File: config.mk
export PLATFORM = sky130hd
export DESIGN_NAME = firebird7_in_gate1_tessent_tdr_w19
export DESIGN_NICKNAME = d
export VERILOG_FILES = /design/src/rtl/firebird7_in_gate1_tessent_tdr_pkg.sv /design/src/rtl/firebird7_in_gate1_tessent_tdr_update_reg.sv /design/src/rtl/firebird7_in_gate1_tessent_tdr_w19.sv
export SDC_FILE = /design/constraint.sdc
export NUM_CORES = 1
export LEC_CHECK = 0
export CAP_MARGIN = 20
export CORE_MARGIN = 1.5
export CORE_UTILIZATION = 51
export CTS_CLUSTER_SIZE = 30
export DETAILED_ROUTE_END_ITERATION = 8
export PLACE_DENSITY_LB_ADDON = 0.3
export SKIP_CTS_REPAIR_TIMING = 1
export SLEW_MARGIN = 20
export SYNTH_ARGS = -nofsm -noshare
export SYNTH_HDL_FRONTEND = slang
export SYNTH_HIERARCHICAL = 1
export SYNTH_SLANG_ARGS = --single-unit
File: constraint.sdc
create_clock -name ijtag_tck -period 1.95 [get_ports ijtag_tck]
set_input_delay 0.585 -clock ijtag_tck [delete_from_list [all_inputs] [get_ports ijtag_tck]]
set_output_delay 0.585 -clock ijtag_tck [all_outputs]
set_load 0.02 [all_outputs]
File: src/rtl/firebird7_in_gate1_tessent_tdr_pkg.sv
// rtl/firebird7_in_gate1_tessent_tdr_pkg.sv - shared types and length helper for the IJTAG TDR
package firebird7_in_gate1_tessent_tdr_pkg;

   typedef enum logic [1:0] {
      ST_IDLE,
      ST_CAPTURED,
      ST_SHIFTING,
      ST_READY
   } tdr_state_e;

   localparam int DEFAULT_WIDTH   = 19;
   localparam int DEFAULT_TDR_LEN = DEFAULT_WIDTH + 2;

   // Scan chain length: data field plus the select and error bits.
   function automatic int tdr_len(input int width);
      return width + 2;
   endfunction

endpackage

File: src/rtl/firebird7_in_gate1_tessent_tdr_update_reg.sv
// rtl/firebird7_in_gate1_tessent_tdr_update_reg.sv - update register with shift-length check and sticky error
module firebird7_in_gate1_tessent_tdr_update_reg
   import firebird7_in_gate1_tessent_tdr_pkg::*;
#(
   parameter int WIDTH = 19,
   parameter int CNT_W = 6
) (
   input  logic             clk,
   input  logic             rst,
   input  logic             upd_en,
   input  logic             armed,
   input  logic [CNT_W-1:0] shift_cnt,
   input  logic [WIDTH+1:0] shift_bits,
   output logic [WIDTH-1:0] data_out,
   output logic             select_out,
   output logic             length_error
);

   localparam logic [CNT_W-1:0] LEN_CNT = CNT_W'(tdr_len(WIDTH));

   logic [WIDTH-1:0] data_q, data_d;
   logic             sel_q, sel_d;
   logic             err_q, err_d;
   logic             len_ok;

   // Without a capture since the last update the shift counts as length 0.
   assign len_ok = armed && (shift_cnt == LEN_CNT);

   always_comb begin
      data_d = data_q;
      sel_d  = sel_q;
      err_d  = err_q;
      if (upd_en) begin
         if (len_ok) begin
            data_d = shift_bits[WIDTH-1:0];
            sel_d  = shift_bits[WIDTH];
            if (!shift_bits[WIDTH+1]) begin
               err_d = 1'b0;
            end
         end else begin
            err_d = 1'b1;
         end
      end
   end

   always_ff @(posedge clk) begin
      if (rst) begin
         data_q <= '0;
         sel_q  <= 1'b0;
         err_q  <= 1'b0;
      end else begin
         data_q <= data_d;
         sel_q  <= sel_d;
         err_q  <= err_d;
      end
   end

   assign data_out     = data_q;
   assign select_out   = sel_q;
   assign length_error = err_q;

endmodule

File: src/rtl/firebird7_in_gate1_tessent_tdr_w19.sv
// rtl/firebird7_in_gate1_tessent_tdr_w19.sv - IJTAG TDR with capture/shift/update and length checking
module firebird7_in_gate1_tessent_tdr_w19
   import firebird7_in_gate1_tessent_tdr_pkg::*;
#(
   parameter int WIDTH = 19
) (
   input  logic             ijtag_tck,
   input  logic             ijtag_reset,
   input  logic             ijtag_sel,
   input  logic             ijtag_ce,
   input  logic             ijtag_se,
   input  logic             ijtag_ue,
   input  logic             ijtag_si,
   output logic             ijtag_so,
   input  logic [WIDTH-1:0] capture_data_in,
   output logic [WIDTH-1:0] tdr_data_out,
   output logic             ijtag_select,
   output logic             length_error
);

   localparam int               LEN     = tdr_len(WIDTH);
   localparam int               CNT_MAX = 2 * LEN;
   localparam int               CNT_W   = $clog2(CNT_MAX + 1);
   localparam logic [CNT_W-1:0] LEN_CNT = CNT_W'(LEN);
   localparam logic [CNT_W-1:0] SAT_CNT = CNT_W'(CNT_MAX);

   logic [LEN-1:0]   sr_q, sr_d;
   logic [CNT_W-1:0] cnt_q, cnt_d;
   tdr_state_e       state_q, state_d;
   logic             do_capture, do_shift, do_update;

   assign do_capture = ijtag_sel & ijtag_ce;
   assign do_shift   = ijtag_sel & ijtag_se & ~ijtag_ce;
   assign do_update  = ijtag_sel & ijtag_ue & ~ijtag_ce & ~ijtag_se;

   always_comb begin
      sr_d    = sr_q;
      cnt_d   = cnt_q;
      state_d = state_q;
      if (do_capture) begin
         sr_d    = {length_error, ijtag_select, capture_data_in};
         cnt_d   = '0;
         state_d = ST_CAPTURED;
      end else if (do_shift) begin
         sr_d = {ijtag_si, sr_q[LEN-1:1]};
         if (cnt_q != SAT_CNT) begin
            cnt_d = cnt_q + 1'b1;
         end
         // Shifting without a prior capture stays IDLE so a later update is rejected.
         if (state_q != ST_IDLE) begin
            state_d = (cnt_d == LEN_CNT) ? ST_READY : ST_SHIFTING;
         end
      end else if (do_update) begin
         state_d = ST_IDLE;
      end
   end

   always_ff @(posedge ijtag_tck) begin
      if (ijtag_reset) begin
         sr_q    <= '0;
         cnt_q   <= '0;
         state_q <= ST_IDLE;
      end else begin
         sr_q    <= sr_d;
         cnt_q   <= cnt_d;
         state_q <= state_d;
      end
   end

   assign ijtag_so = sr_q[0];

   firebird7_in_gate1_tessent_tdr_update_reg #(
      .WIDTH (WIDTH),
      .CNT_W (CNT_W)
   ) u_update_reg (
      .clk          (ijtag_tck),
      .rst          (ijtag_reset),
      .upd_en       (do_update),
      .armed        (state_q != ST_IDLE),
      .shift_cnt    (cnt_q),
      .shift_bits   (sr_q),
      .data_out     (tdr_data_out),
      .select_out   (ijtag_select),
      .length_error (length_error)
   );

endmodule

==> results of run 1 <==
-- metrics by stage --
stage | power [W] | hold WS [ns] | cell area (um2) | util, % | TNS, ns
6_report | 0.00202 | 0.472 | 3100 | 66.6 | 0
5_1_grt | 0.00212 | 0.493 | 3100 | 66.6 | 0
4_1_cts | 0.00204 | 0.477 | 3100 | 66.6 | 0
3_5_place_dp | 0.00138 | 0.466 | 3000 | 64.3 | -3.15
3_3_place_gp | 0.00138 | 0.459 | 3000 | 64.3 | -1.46
2_1_floorplan | 0.00127 | 0.450 | 2450 | - | 0
-- final timing paths --
check | from | to | slack, ns | depth (start not counted)
hold / removal | state_q[0]$_SDFFE_PP0P_ | state_q[1]$_SDFFE_PP0P_ | 0.47 | 2
hold reg to reg | state_q[0]$_SDFFE_PP0P_ | state_q[1]$_SDFFE_PP0P_ | 0.47 | 2
setup reg to reg | cnt_q[2]$_SDFFE_PP0P_ | u_update_reg/data_out[2]$_SDFFE_PP0P_ | 0.19 | 3
setup / recovery | u_update_reg/select_out$_SDFFE_PP0P_ | ijtag_select | 0.07 | 1
-- registers in the layout, summed over array words and instances, names as in the netlist --
register / count
sr_q: 21
u_update_reg/select_out: 1
u_update_reg/length_error: 1
state_q: 2
cnt_q: 6
u_update_reg/data_out: 19
-- layout make-up --
cell class	instances	area [um2]
timing repair buffer	66	626
inverter	4	15.0
clock buffer	7	96.3
clock inverter	1	8.76
tap	54	67.6
fill	403	1560
sequential	50	1000
multi-input combinational	201	1290
-- cell usage in the layout (no fill, tap or decap), drive strengths merged, types with 4 or more instances in the layout --
master,instances
clkdlybuf4s50,47
dfxtp,50
clkbuf,7
o21ai,24
a211oi,22
inv,4
buf,19
a21oi,25
mux2i,21
nand2b,23
nand2,4
nor2,30
nand4,22
-- routing by layer --
metal	vias up	global-route usage, %
li1	1108	-
met1	1043	29.8
met2	58	37.1
met3	6	4.44
met4	0	7.55
met5	-	0
-- tightest hold or removal path, stage by stage (launching register included) --
cell	delay, ns
dfxtp_1	0.33
nand2_1	0.06
a21oi_1	0.05
-- power by group through the flow --
stage | Clock (W) | Sequential (W) | Combinational, W
after floorplan | 0 | 0.00110 | 0.000165
after global placement | 0 | 0.00111 | 0.000265
after detailed placement | 0 | 0.00111 | 0.000269
after CTS | 0.000678 | 0.00109 | 0.000271
after global routing | 0.000732 | 0.00109 | 0.000294
final | 0.000662 | 0.00109 | 0.000269
-- logic make-up after synthesis --
| group | Yosys count | share of synthesized area (%) |
|---|---|---|
| mux | 21 | 8.59 |
| fa+ha+maj | 3 | 1.53 |
| compound gates | 81 | 20.2 |
| xor+xnor | 5 | 1.79 |
| buf+inv | 31 | 6.34 |
| flops | 50 | 40.9 |
| simple gates | 91 | 20.7 |
==> qor.csv, run 1 <==
metric,value,unit
"EDFF count, synth",0,
clk_skew,0.0137,ns
TritonCTS clock tree,built,
Ports,48,
RSZ-0062 raised after global routing,no,
clock buffer count from CTS,5,
asr flop ratio synth,0,%
power density over the cells,651,nW/um2
sequential power share,53.9,%
dpl ws,-0.180,ns
CTS clock-pin slew for the worst setup and hold paths,0.09,ns
static leakage,1.15,nW
Routed WL,5680,um
Starting Density,52.5,%
Non-Filler Instances,383,
final worst slack,0.0669,ns
clock network power share,32.8,%
ANT cells,0,
status,"finished, final reports clean",
Peak VDD IR,0.000433,V
vias per cell,5.78,
placed cell count,375,
most numerous cell in the Yosys netlist,dfxtp_1,
post-synth net total,311,
crit-path max FO,3,
htree depth,2,
crit-path max cell delay,0.63,ns
max layer used,met4,
Hold Fails Final Rpt,0,
synth cell count leaders,"dfxtp_1 (50), nor2_1 (30), a21oi_1 (25)",
First-pass DRT Iterations,4,
"area leader, netlist",dfxtp_1,
count of cell types in the netlist,34,
Mapped Cells,282,
CTS Sinks,50,
1st-iter DRT viols,177,
DP HPWL,3890,um
global-route wire length before repair,9400,um
pin count of the biggest net entering global routing,43,
Crit Path Category,reg2out,
clk_lat worst skew,0.30,ns
NumNets Final,357,
period utilization,96.6,%
initial antenna violation count,0,
Max Buffers Root-to-Sink,2,
flop and latch count out of synthesis,50,
CTS root buffer,clkbuf_8,
Syn Std Cell Area,2450,um2
CP Data Arrival Time,1.30,ns
layout overhead on the synthesized area,26.9,%
worst relative slew slack,50.8,%
CP required,1.36,ns
Port Buffers,47,
die area,5220,um2
Crit path max-delay family,buffers and inverters,
metal1 wirelength,2620,um
HP Class,reg2reg,
Internal Power,0.00153,W
CP bufs+invs,1,
wire length on met2,2720,um
Switching Share,24.4,%
max-cap violation count,0,
Critical Path Source Type,register,
minimum clock period,1.88,ns
Final Wtd Congestion,0.778,
Synth Flop Type,dfxtp_1,
Die Y,72.3,um
Post-route DRC,0,
Core Rows,25,
actual slew at the worst max-slew pin,0.738,ns
post-DR wirelength/cell,14.8,um
endpoints failing setup,0,
Die X,72.3,um
area share of the leading cell type in the synthesized netlist,40.9,%
post-synthesis sequential area ratio,40.9,%
GR Overflow Total,0,
"top cells by area, synth","dfxtp_1 (41%), mux2i_1 (8.6%), a211oi_1 (6.4%)",
Psw,0.000494,W
vias,2215,
Gate power share,13.3,%
GR Util All Layers,22.6,%
Synth warnings,6,
met3 WL,268,um
"Cell Chain, Critical Path",clkdlybuf4s50_1,
antenna-violating nets left,0,
Syn Area/Cell,8.67,um2
max-slew violations,0,
Max Fclk,531,MHz
Worst Setup End Kind,output pin,
Slowest cell on crit path,clkdlybuf4s50_1,
vias in the first global route,2034,
layout cell share with drive strength beyond 1,9.12,%
placeable core area,4660,um2
Power figures use the tool's default switching activity.
==> run 2, diff against run 1 <==
- CAP_MARGIN: 20 -> default
==> results of run 2 <==
No change in the layout: final DEF, timing and power equal those of run 1.
==> run 3, diff against run 2 <==
- RECOVER_POWER: default -> 100
==> qor.csv, run 3 (synthesized netlist as in run 1, its figures left out) <==
metric,value,unit
status,"finished, final reports clean",
clock buffer count from CTS,5,
static leakage,1.15,nW
TritonCTS clock tree,built,
met2 Use GR,37.1,%
GR Layer Usage met1,29.8,%
Starting Density,52.5,%
"Cell Chain, Critical Path",clkdlybuf4s50_1,
Core Rows,25,
die area,5220,um2
minimum clock period,1.88,ns
"Most flops, register",sr_q,
antenna-violating nets left,0,
Worst Setup End Kind,output pin,
worst relative slew slack,50.9,%
Layout Utilization,66.3,%
placeable core area,4660,um2
1st-iter DRT viols,167,
max-cap violation count,0,
CTS Sinks,50,
HP Class,reg2reg,
Routed WL,5690,um
Slowest cell on crit path,clkdlybuf4s50_1,
area of the multi-input gates,1280,um2
period utilization,96.6,%
max-slew violations,0,
post-DR wirelength/cell,14.8,um
met3 usage,4.44,%
Crit path max-delay family,buffers and inverters,
vias per cell,5.76,
GR Util All Layers,22.6,%
CP bufs+invs,1,
Ports,48,
pin count of the biggest net entering global routing,43,
Post-route DRC,0,
Peak VDD IR,0.000429,V
RSZ-0062 raised after global routing,no,
vias,2205,
global-route wire length before repair,9400,um
GR Overflow Total,0,
First-pass DRT Iterations,7,
Final Wtd Congestion,0.778,
endpoints failing setup,0,
GR peak layer,met2,
Non-Filler Instances,383,
layout overhead on the synthesized area,26.4,%
CTS clock-pin slew for the worst setup and hold paths,0.09,ns
actual slew at the worst max-slew pin,0.736,ns
DP HPWL,3890,um
initial antenna violation count,0,
Max Buffers Root-to-Sink,2,
CTS root buffer,clkbuf_8,
max FFs per register,21,
register area,1000,um2
clk_skew,0.0125,ns
placed cell count,375,
vias in the first global route,2034,
clk_lat worst skew,0.30,ns
ANT cells,0,
Die X,72.3,um
Hold Worst Slack,0.471,ns
fillers,407,
crit-path max cell delay,0.63,ns
Crit Path Category,reg2out,
CP Data Arrival Time,1.30,ns
Max Fclk,531,MHz
Port Buffers,47,
Hold Fails Final Rpt,0,
power density over the cells,653,nW/um2
CP required,1.36,ns
"commonest non-fill, non-tap cells in the layout","dfxtp_1 (50), clkdlybuf4s50_1 (45), nor2_1 (30)",
Critical Path Source Type,register,
layout cell share with drive strength beyond 1,8.81,%
NumNets Final,357,
Die Y,72.3,um
htree depth,2,
crit-path max FO,3,
"commonest non-fill, non-tap cell in the layout",dfxtp_1,
==> run 3: layer usage <==
| layer | share of wire, % | vias up |
|---|---|---|
| li1 | - | 1107 |
| met1 | 46 | 1033 |
| met3 | 4.6 | 6 |
| met5 | 0 | - |
| met4 | 1.3 | 0 |
| met2 | 48 | 59 |
==> run 3: area by class of cell <==
class,instances,area share [%]
Sequential cell,50,32.4
Clock buffer,7,3.12
Inverter,4,0.486
Tap cell,54,2.19
Clock inverter,1,0.283
Multi-Input combinational cell,201,41.6
Timing Repair Buffer,66,20.0
==> run 3: path summary, 6_finish.rpt <==
| path | slack, ns | startpoint | cells past startpoint | to |
|---|---|---|---|---|
| hold / removal | 0.47 | state_q[0]$_SDFFE_PP0P_ | 2 | state_q[1]$_SDFFE_PP0P_ |
| setup / recovery | 0.07 | u_update_reg/select_out$_SDFFE_PP0P_ | 1 | ijtag_select |
| setup reg to reg | 0.20 | cnt_q[2]$_SDFFE_PP0P_ | 3 | u_update_reg/data_out[2]$_SDFFE_PP0P_ |
| hold reg to reg | 0.47 | state_q[0]$_SDFFE_PP0P_ | 2 | state_q[1]$_SDFFE_PP0P_ |
==> run 3: through the flow <==
step                TNS [ns]  total power [W]  worst slack [ns]  instance area (um2)
finish                     0          0.00202            0.0659                 3090
global route               0          0.00212            0.0195                 3090
CTS                        0          0.00204            0.0581                 3100
detailed placement     -3.15          0.00138            -0.180                 3000
global placement       -1.46          0.00138            -0.161                 3000
floorplan                  0          0.00127             0.259                 2450
==> run 3: power by group <==
group / internal [W] / switching, W
registers: 0.00106 / 0.0000301
clock network: 0.000325 / 0.000336
logic: 0.000141 / 0.000126
total: 0.00153 / 0.000492
